--- src/rtl/mcu_debug_arbiter.sv ---
// mcu_debug_arbiter: shares the MCU debug port between the serial debug
// controller (port 0) and the fast programmer (port 1).
// Round-robin arbitration, one MCU operation at a time, per-port responses,
// and PAUSE..RESUME/RESET ownership lock.
// Optional feature macro: DBG_ARB_TIMEOUT_EN enables the WAIT timeout
// counter (err=2). Without it, WAIT waits indefinitely for mcu_busy low.
module mcu_debug_arbiter #(
  parameter int unsigned CLK_RATE       = 50,
  parameter int unsigned TIMEOUT        = 200,
  parameter int unsigned TIMEOUT_CYCLES = CLK_RATE * 1000 * TIMEOUT
) (
  input  logic             clk,
  input  logic             reset_n,
  input  logic [1:0]       req_valid,
  output logic [1:0]       req_ready,
  input  logic [1:0][2:0]  req_op,
  input  logic [1:0][31:0] req_addr,
  input  logic [1:0][31:0] req_wdata,
  input  logic [1:0][1:0]  req_size,
  output logic [1:0]       rsp_valid,
  output logic [31:0]      rsp_rdata,
  output logic [1:0]       rsp_err,
  output logic             owner_lock,
  output logic             owner_id,
  input  logic             mcu_busy,
  input  logic [31:0]      d_rd,
  input  logic             error,
  output logic [31:0]      addr,
  output logic [31:0]      d_in,
  output logic [1:0]       mem_size,
  output logic             pause,
  output logic             resume,
  output logic             reset,
  output logic             reg_rd,
  output logic             reg_wr,
  output logic             mem_rd,
  output logic             mem_wr
);

  localparam logic [2:0] OP_PAUSE  = 3'd0;
  localparam logic [2:0] OP_RESUME = 3'd1;
  localparam logic [2:0] OP_RESET  = 3'd2;
  localparam logic [2:0] OP_REG_RD = 3'd3;
  localparam logic [2:0] OP_REG_WR = 3'd4;
  localparam logic [2:0] OP_MEM_RD = 3'd5;
  localparam logic [2:0] OP_MEM_WR = 3'd6;
  localparam logic [2:0] OP_RSVD   = 3'd7;

  localparam logic [1:0] ERR_NONE    = 2'd0;
  localparam logic [1:0] ERR_MCU     = 2'd1;
  localparam logic [1:0] ERR_ILLEGAL = 2'd3;

`ifdef DBG_ARB_TIMEOUT_EN
  localparam logic [1:0]  ERR_TIMEOUT = 2'd2;
  localparam logic [31:0] TMO_LAST    = 32'(TIMEOUT_CYCLES - 1);
`endif

  typedef enum logic [1:0] {
    ST_IDLE  = 2'd0,
    ST_ISSUE = 2'd1,
    ST_WAIT  = 2'd2,
    ST_RESP  = 2'd3
  } state_t;

  state_t      state;
  logic        cur_port;
  logic [2:0]  cur_op;
  logic [31:0] cur_addr;
  logic [31:0] cur_wdata;
  logic [1:0]  cur_size;
  logic        last_grant;
  logic [1:0]  err_code;
  logic        err_flag;
  logic [31:0] rdata_cap;
  logic        wait_first;
`ifdef DBG_ARB_TIMEOUT_EN
  logic [31:0] tmo_cnt;
`endif

  logic [1:0]  eligible;
  logic        grant_any;
  logic        grant_port;
  logic        is_read;
  logic        done_err;

  // Eligible set and round-robin pick; a locked MCU only listens to its owner.
  always_comb begin
    eligible = req_valid;
    if (owner_lock) begin
      eligible = req_valid & (owner_id ? 2'b10 : 2'b01);
    end else begin
      eligible = req_valid;
    end
    grant_any = |eligible;
    if (eligible == 2'b11) begin
      grant_port = ~last_grant;
    end else begin
      grant_port = eligible[1];
    end
    is_read  = (cur_op == OP_REG_RD) || (cur_op == OP_MEM_RD);
    done_err = err_flag | error;
  end

  // Arbitration / issue / wait / response state machine with registered outputs.
  always_ff @(posedge clk or negedge reset_n) begin
    if (!reset_n) begin
      state      <= ST_IDLE;
      cur_port   <= 1'b0;
      cur_op     <= 3'd0;
      cur_addr   <= 32'd0;
      cur_wdata  <= 32'd0;
      cur_size   <= 2'd0;
      last_grant <= 1'b1;
      err_code   <= 2'd0;
      err_flag   <= 1'b0;
      rdata_cap  <= 32'd0;
      wait_first <= 1'b0;
`ifdef DBG_ARB_TIMEOUT_EN
      tmo_cnt    <= 32'd0;
`endif
      req_ready  <= 2'b00;
      rsp_valid  <= 2'b00;
      rsp_rdata  <= 32'd0;
      rsp_err    <= 2'd0;
      owner_lock <= 1'b0;
      owner_id   <= 1'b0;
      addr       <= 32'd0;
      d_in       <= 32'd0;
      mem_size   <= 2'd0;
      pause      <= 1'b0;
      resume     <= 1'b0;
      reset      <= 1'b0;
      reg_rd     <= 1'b0;
      reg_wr     <= 1'b0;
      mem_rd     <= 1'b0;
      mem_wr     <= 1'b0;
    end else begin
      // Pulses default low every cycle.
      req_ready <= 2'b00;
      rsp_valid <= 2'b00;
      pause     <= 1'b0;
      resume    <= 1'b0;
      reset     <= 1'b0;
      reg_rd    <= 1'b0;
      reg_wr    <= 1'b0;
      mem_rd    <= 1'b0;
      mem_wr    <= 1'b0;

      case (state)
        ST_IDLE: begin
          if (grant_any) begin
            req_ready[grant_port] <= 1'b1;
            cur_port   <= grant_port;
            cur_op     <= req_op[grant_port];
            cur_addr   <= req_addr[grant_port];
            cur_wdata  <= req_wdata[grant_port];
            cur_size   <= req_size[grant_port];
            last_grant <= grant_port;
            if (req_op[grant_port] == OP_RSVD) begin
              // Reserved op never reaches the MCU.
              err_code  <= ERR_ILLEGAL;
              rdata_cap <= 32'd0;
              state     <= ST_RESP;
            end else begin
              state <= ST_ISSUE;
            end
          end else begin
            state <= ST_IDLE;
          end
        end

        ST_ISSUE: begin
          case (cur_op)
            OP_PAUSE:  pause  <= 1'b1;
            OP_RESUME: resume <= 1'b1;
            OP_RESET:  reset  <= 1'b1;
            OP_REG_RD: reg_rd <= 1'b1;
            OP_REG_WR: reg_wr <= 1'b1;
            OP_MEM_RD: mem_rd <= 1'b1;
            OP_MEM_WR: mem_wr <= 1'b1;
            default:   pause  <= 1'b0;
          endcase
          addr       <= cur_addr;
          d_in       <= cur_wdata;
          mem_size   <= cur_size;
          err_flag   <= error;
          wait_first <= 1'b1;
`ifdef DBG_ARB_TIMEOUT_EN
          tmo_cnt    <= 32'd0;
`endif
          state      <= ST_WAIT;
        end

        ST_WAIT: begin
          wait_first <= 1'b0;
`ifdef DBG_ARB_TIMEOUT_EN
          if (tmo_cnt == TMO_LAST) begin
            // Timeout wins over a simultaneous busy fall.
            err_code  <= ERR_TIMEOUT;
            rdata_cap <= 32'd0;
            state     <= ST_RESP;
          end else if (!wait_first && !mcu_busy) begin
            err_code  <= done_err ? ERR_MCU : ERR_NONE;
            rdata_cap <= is_read ? d_rd : 32'd0;
            state     <= ST_RESP;
          end else begin
            tmo_cnt  <= tmo_cnt + 32'd1;
            err_flag <= done_err;
            state    <= ST_WAIT;
          end
`else
          // The first WAIT cycle ignores busy: the MCU has not reacted yet.
          if (!wait_first && !mcu_busy) begin
            err_code  <= done_err ? ERR_MCU : ERR_NONE;
            rdata_cap <= is_read ? d_rd : 32'd0;
            state     <= ST_RESP;
          end else begin
            err_flag <= done_err;
            state    <= ST_WAIT;
          end
`endif
        end

        ST_RESP: begin
          rsp_valid[cur_port] <= 1'b1;
          rsp_rdata           <= rdata_cap;
          rsp_err             <= err_code;
          // Ownership only changes on ops that reached the MCU (err 0/1).
          if (err_code <= ERR_MCU) begin
            case (cur_op)
              OP_PAUSE: begin
                if (!owner_lock) begin
                  owner_lock <= 1'b1;
                  owner_id   <= cur_port;
                end else begin
                  owner_lock <= owner_lock;
                end
              end
              OP_RESUME, OP_RESET: begin
                if (owner_lock && (owner_id == cur_port)) begin
                  owner_lock <= 1'b0;
                end else begin
                  owner_lock <= owner_lock;
                end
              end
              default: owner_lock <= owner_lock;
            endcase
          end else begin
            owner_lock <= owner_lock;
          end
          state <= ST_IDLE;
        end

        default: state <= ST_IDLE;
      endcase
    end
  end

endmodule

--- config.mk ---
export PLATFORM = sky130hd
export DESIGN_NAME = mcu_debug_arbiter
export DESIGN_NICKNAME = d
export VERILOG_FILES = /design/src/rtl/mcu_debug_arbiter.sv
export SDC_FILE = /design/constraint.sdc
export NUM_CORES = 1
export LEC_CHECK = 0
export CAP_MARGIN = 20
export CORE_AREA = 2 2 148 150
export CTS_CLUSTER_SIZE = 40
export DETAILED_ROUTE_END_ITERATION = 8
export DIE_AREA = 0 0 150 152
export DONT_BUFFER_PORTS = 1
export PLACE_DENSITY = 0.54
export SETUP_SLACK_MARGIN = 0.4
export SLEW_MARGIN = 20
export SYNTH_ARGS = -nofsm -noshare
export SYNTH_HDL_FRONTEND = slang
export SYNTH_SLANG_ARGS = --single-unit
--- constraint.sdc ---
create_clock -name clk -period 2 [get_ports clk]
set_clock_uncertainty 0.05 [all_clocks]
set_input_delay 0.4 -clock clk [delete_from_list [all_inputs] [get_ports clk]]
set_output_delay 0.4 -clock clk [all_outputs]
set_load 0.01 [all_outputs]
==> Implementation_results.wiki <==
{| class="wikitable"
! Metric !! Value
|-
| Result of the run || finished with violations
|-
| Violations in the final reports || hold timing, setup timing
|-
| Asr flop ratio synth || 100%
|-
| HPWL after DPL || between 10000 and 15000 um
|-
| Antenna violations before repair || 0
|-
| Portion of the clock cycle consumed by the worst path in the final layout || 100%
|-
| Antenna Diode Count || 0
|-
| Distinct cells, synth || 38
|-
| Most used cells in the layout excluding fill and tap cells || 221 x sky130_fd_sc_hd__dfrtp_1, 101 x sky130_fd_sc_hd__mux2_2, 75 x sky130_fd_sc_hd__nand2_1
|-
| Startpoint Class || register
|-
| Die area || about 23000 um2
|-
| Area of the core region || 21400 um2
|-
| Hold-fix buffers at CTS || 35
|-
| Number of buffers inserted during clock tree synthesis || 24
|-
| Average cell area after synthesis || roughly 13 um2
|-
| Initial Utilization || between 40% and 50%
|-
| Global-route congestion overflow total || 0
|-
| Final Max Slew Viols || 0
|-
| Synth Flop Type || sky130_fd_sc_hd__dfrtp_1
|-
| Post-synth EDFFs || 0
|-
| Worst VDD drop || around 0.9 mV
|-
| Standby leakage power || 0.00523 uW
|-
| Routability cong. || 0.777
|-
| Number of remaining DRC errors || 0
|-
| DP Worst Slack || -0.176 ns
|-
| Worst hold path class || input port to async pin
|-
| Largest net degree at the start of global routing || 223
|-
| Gate Count Post-Synth || between 600 and 700
|-
| TritonCTS clock tree || built
|-
| Count of fill cells added during filler insertion || 1763
|-
| Synthesized netlist net count || 858
|-
| Antenna violation net count after detailed routing || 0
|-
| Min cycle time layout || ~2 ns
|-
| Number of nets in the layout || 943
|-
| Reg clk slew, reported paths || around 0.060 ns
|-
| Number of vias per cell || between 5 and 6
|-
| Combined global-route utilization of all metal layers || a little over a fifth
|-
| Final Hold Viols || ~220
|-
| Final design instance area without fill || ~12000 um2
|-
| Number of DRC violations after detailed-routing iteration 0 || around 270
|-
| Sinks on the clock net || 222
|-
| Count of boundary I/O pins || 289
|-
| First-pass GRT wire length || around 37000 um
|-
| Final setup fails || 1
|-
| Synth-to-layout area growth || 34.0%
|-
| Arrival @ worst endpoint || roughly 2.4 ns
|-
| Share of synthesized area occupied by flip-flops and latches || 63.4%
|-
| Cell row count || 54
|-
| DIE WIDTH || approximately 150 um
|-
| Post-DP Area || 9200 um2
|-
| Fmax achieved || roughly 500 MHz
|-
| Number of detailed-route iterations in the first pass || 4
|-
| Avg WL per Cell || between 20 and 25 um
|-
| CP Max Fanout || 4
|-
| Clock insertion delay at the later pin of the skew report || ~0.51 ns
|-
| Clock tree root buffer cell || sky130_fd_sc_hd__clkbuf_16
|-
| WS Path Type || register to register
|-
| Yosys reg bits || about 220
|-
| Setup TNS after final layout || -0.00570 ns
|-
| Worst Max-Slew Pin Slew || 0.496 ns
|-
| Slew HR || between 60% and 70%
|-
| Required time reported for the critical path endpoint || between 2 and 2.5 ns
|-
| Ratio of total power to cell area || between 1500 and 2000 nW/um2
|-
| Critical path endpoint category || register
|-
| Final Util || about 55%
|-
| Worst-case clock buffer depth || 3
|-
| Chip height || roughly 150 um
|-
| Unrepaired setup endpoints after global routing || yes
|-
| Hold WS || -0.464 ns
|-
| Count of input and output buffers || 0
|-
| Layout cells sized above 1 || 39.1%
|-
| Total via count in the routed design || about 6000
|-
| Most frequent standard cell in the layout excluding fill and tap cells || sky130_fd_sc_hd__dfrtp_1
|-
| Number of global-route vias before repair || ~6300
|-
| Synthesized area || around 9000 um2
|-
| Total Wirelength || around 25000 um
|-
| Worst setup slack after layout || -0.00570 ns
|-
| Yosys warning total || 0
|-
| Max Cap Violations || 0
|-
| Number of H-tree branching levels || 1
|}
-- critical path, cell delays in order (launching register included) --
cell	delay, ns
sky130_fd_sc_hd__dfstp_2	0.37
sky130_fd_sc_hd__and3b_2	0.23
sky130_fd_sc_hd__o31a_1	0.29
sky130_fd_sc_hd__o21a_2	0.23
sky130_fd_sc_hd__buf_6	0.12
sky130_fd_sc_hd__o22ai_4	0.17
sky130_fd_sc_hd__buf_4	0.14
sky130_fd_sc_hd__mux2_4	0.28
-- per-stage QoR --
step,power (uW),cells
after global routing,21700,1060
after global placement,12700,935
after detailed placement,13000,935
after floorplan,11200,678
after CTS,19900,1041
final,20500,1060
-- per-layer routing --
layer  up-vias  share of wire [%]  track usage, %
li1       2625                  -               -
met3        49                7.0            4.35
met4         0                3.2            7.32
met5         -                  0               0
met1      3014                 42            28.6
met2       240                 48            33.9
-- cell type report --
cell class / count / area [um2] / share of cell area (%)
clock buffers: 32 / 692 / 5.89
clock inverters: 11 / 183 / 1.56
inverters: 5 / 21.3 / 0.181
multi-input cells: 405 / 3460 / 29.5
flip-flops and latches: 222 / 5560 / 47.3
well taps: 280 / 350 / 2.98
repair buffers: 105 / 1480 / 12.6
-- power breakdown --
group | leakage [uW] | switching (uW) | internal [uW]
clock | 0.000431 | 1760 | 3070
combinational | 0.00196 | 3700 | 4180
sequential | 0.00284 | 1550 | 6220
-- cells by family after synthesis --
group,Yosys count,synth area share (%)
buffers and inverters,53,2.77
AO/OA/AOI/OAI,177,13.6
AND/OR/NAND/NOR,110,5.38
XOR/XNOR,2,0.200
flip-flops,222,63.4
multiplexers,110,14.0
adder cells (fa/ha/maj),4,0.571
-- worst paths after layout --
path	start	end	slack, ns	cells after the start
setup / recovery	last_grant	err_code[0]	-0.006	7
hold / removal	reset_n	addr[19]	-0.46	0
setup reg to reg	last_grant	err_code[0]	-0.006	7
hold reg to reg	cur_addr[3]	cur_addr[3]	0.43	2
max in group asynchronous	reset_n	d_in[26]	2.08	0
min in group clk	req_addr[20]	cur_addr[20]	0.02	2
-- synth_stat cells, drive strengths merged (3+ instances only) --
cell      n  area (um2)
mux2i     7        70.1
a22oi    63         473
nand2b    4        25.0
a22o     33         289
clkbuf   29         109
o21ai    72         360
mux2    103        1160
nand3     3        15.0
dfrtp   221        5530
nand2    76         285
buf      19         115
ha        4        50.1
nor2b     3        18.8
nor2     12        45.0
inv       5        18.8
nor3      3        20.0
-- registers in the layout, indices dropped and copies added (netlist names), 2 cells and up --
| signal | count |
|---|---|
| addr | 32 |
| cur_addr | 32 |
| cur_op | 3 |
| cur_size | 2 |
| cur_wdata | 32 |
| d_in | 32 |
| err_code | 2 |
| mem_size | 2 |
| rdata_cap | 32 |
| req_ready | 2 |
| rsp_err | 2 |
| rsp_rdata | 32 |
| rsp_valid | 2 |
| state | 2 |
-- what timing repair did --
item / in CTS / in global routing
cloned: 15 / 6
buffers inserted: 13 / 13
hold endpoints to repair: 257 / 222
pin swaps: 17 / 46
endpoints found under the setup margin: 158 / 176
resized for setup: 152 / 28
Note: power is estimated with default switching activity, not from simulation.
==> RTL edit: new RTL, same flow settings <==
Encoding of `state_t`: now one-hot (4 bits for 4 states).
--- a/src/rtl/mcu_debug_arbiter.sv
+++ b/src/rtl/mcu_debug_arbiter.sv
@@ -55,11 +55,11 @@
   localparam logic [31:0] TMO_LAST    = 32'(TIMEOUT_CYCLES - 1);
 `endif
 
-  typedef enum logic [1:0] {
-    ST_IDLE  = 2'd0,
-    ST_ISSUE = 2'd1,
-    ST_WAIT  = 2'd2,
-    ST_RESP  = 2'd3
+  typedef enum logic [3:0] {
+    ST_IDLE  = 4'b0001,
+    ST_ISSUE = 4'b0010,
+    ST_WAIT  = 4'b0100,
+    ST_RESP  = 4'b1000
   } state_t;
 
   state_t      state;
Check against the original RTL: no difference found for any inputs over 4 cycles, from zero or initial values and one cycle with reset_n low; so few cycles prove little.
==> RTL edit against the unedited design <==
- the flow finishes with violations (design-rule violations, negative hold slack, negative setup slack)
- sequential cell count grew 2
- final cell count grew 27%
- die area is the same
- count of clock-buffer cells in the layout grew 5
- largest power group is now registers
- area after synthesis grew 1.7%
- setup slack lost 0.075 ns
- critical endpoint is now cur_addr[17]
- synthesized cell count grew 21%
- power shrank 6.7%
- cell area grew 17%
- routed wire length grew 23%
==> RTL edit: results (changes against the unedited design) <==
- Slew margin rel.: 57.7% (was 66.6%)
- Share of post-route cells with drive strength above 1: 26.4% (was 39.1%)
- XOR/XNOR Fraction of Synth Area: 0.197% (was 0.200%)
- Pleak: 6.61 nW (was 5.23 nW)
- Status: finished, violations left (unchanged)
- Sum Neg Setup Slack: -0.363 ns (was -0.00570 ns)
- Wirelength per Cell: 22.8 microns (was 23.6 microns)
- Vias in the first global route: 7,815 (was 6,273)
- Met2 wire length: 15.7 mm (was 12.1 mm)
- Cts hold-fix bufs: 152 (was 35)
- Area Overhead vs Synth: 54.3% (was 34.0%)
- Clock sink count: 224 (was 222)
- First-pass GRT wire length: 43.7 mm (was 37.2 mm)
- Dpl hpwl: 14.5 mm (was 13.6 mm)
- Fin Hold WS: -0.469 ns (was -0.464 ns)
- Final WL: 30.8 mm (was 25.0 mm)
- Final Net Count: 1,230 (was 943)
- Commonest cells in the netlist: nand2_1, dfrtp_1, inv_1 (was dfrtp_1, mux2_2, nand2_1)
- Met3 WL: 2.73 mm (was 1.75 mm)
- Setup Viol. Count Final: 27 (was 1)
- #MultiIn Comb: 476 (was 405)
- Setup Buffers After CTS: 35 (was 13)
- Met3 usage: 5.59% (was 4.35%)
- Post-DR vias/cell: 5.69 (was 5.59)
- DRC Markers: 7 (was 0)
- Largest net degree at the start of global routing: 225 (was 223)
- Met1 global-route usage: 30.1% (was 28.6%)
- Signal inverters: 64 (was 5)
- Synth area leaders: dfrtp_1, nand2_1, a222oi_1 (was dfrtp_1, mux2_2, a22oi_1)
- Failing checks: design-rule violations, negative hold slack, negative setup slack (was negative hold slack, negative setup slack)
- Buffering overhead: 25.3% (was 12.6%)
- Area of the multi-input gates: 0.00326 sq mm (was 0.00346 sq mm)
- Sequential Power Share: 39.0% (was 38.0%)
- Pre-antenna DRT Iters: 9 (was 4)
- Cell count after placement: 1,063 (was 935)
- Worst slack at placement: 0.0184 ns (was -0.176 ns)
- Clock-net power: 4.58 mW (was 4.83 mW)
- Synth unique cells: 42 (was 38)
- Worst setup margin: -0.0808 ns (was -0.00570 ns)
- Buffers, non-clock: 264 (was 105)
- Final Hold Vio Count: 224 (was 222)
-- RTL edit: cell types whose count changed in the layout (fill, tap and decap cells not counted), moves of 22 or more --
cell	before	now
mux2_2	101	24
a222oi_1	0	63
dlygate4sd3_1	35	153
a22o_1	33	0
o22ai_1	0	22
nand2_1	75	224
nand2_2	0	41
o21ai_1	67	4
inv_1	2	64
a22oi_2	63	0
-- RTL edit: path summary, 6_finish.rpt --
check	from	endpoint	slack [ns]	cells after the start
max in group asynchronous	reset_n	addr[4]	1.95	0
worst max-delay path	state[0]	cur_addr[17]	-0.08	6
worst min register to register	cur_wdata[26]	d_in[26]	0.42	2
worst min-delay path	reset_n	rsp_rdata[15]	-0.47	0
min in group clk	req_wdata[20]	cur_wdata[20]	0.01	2
worst max register to register	state[0]	cur_addr[17]	-0.08	6
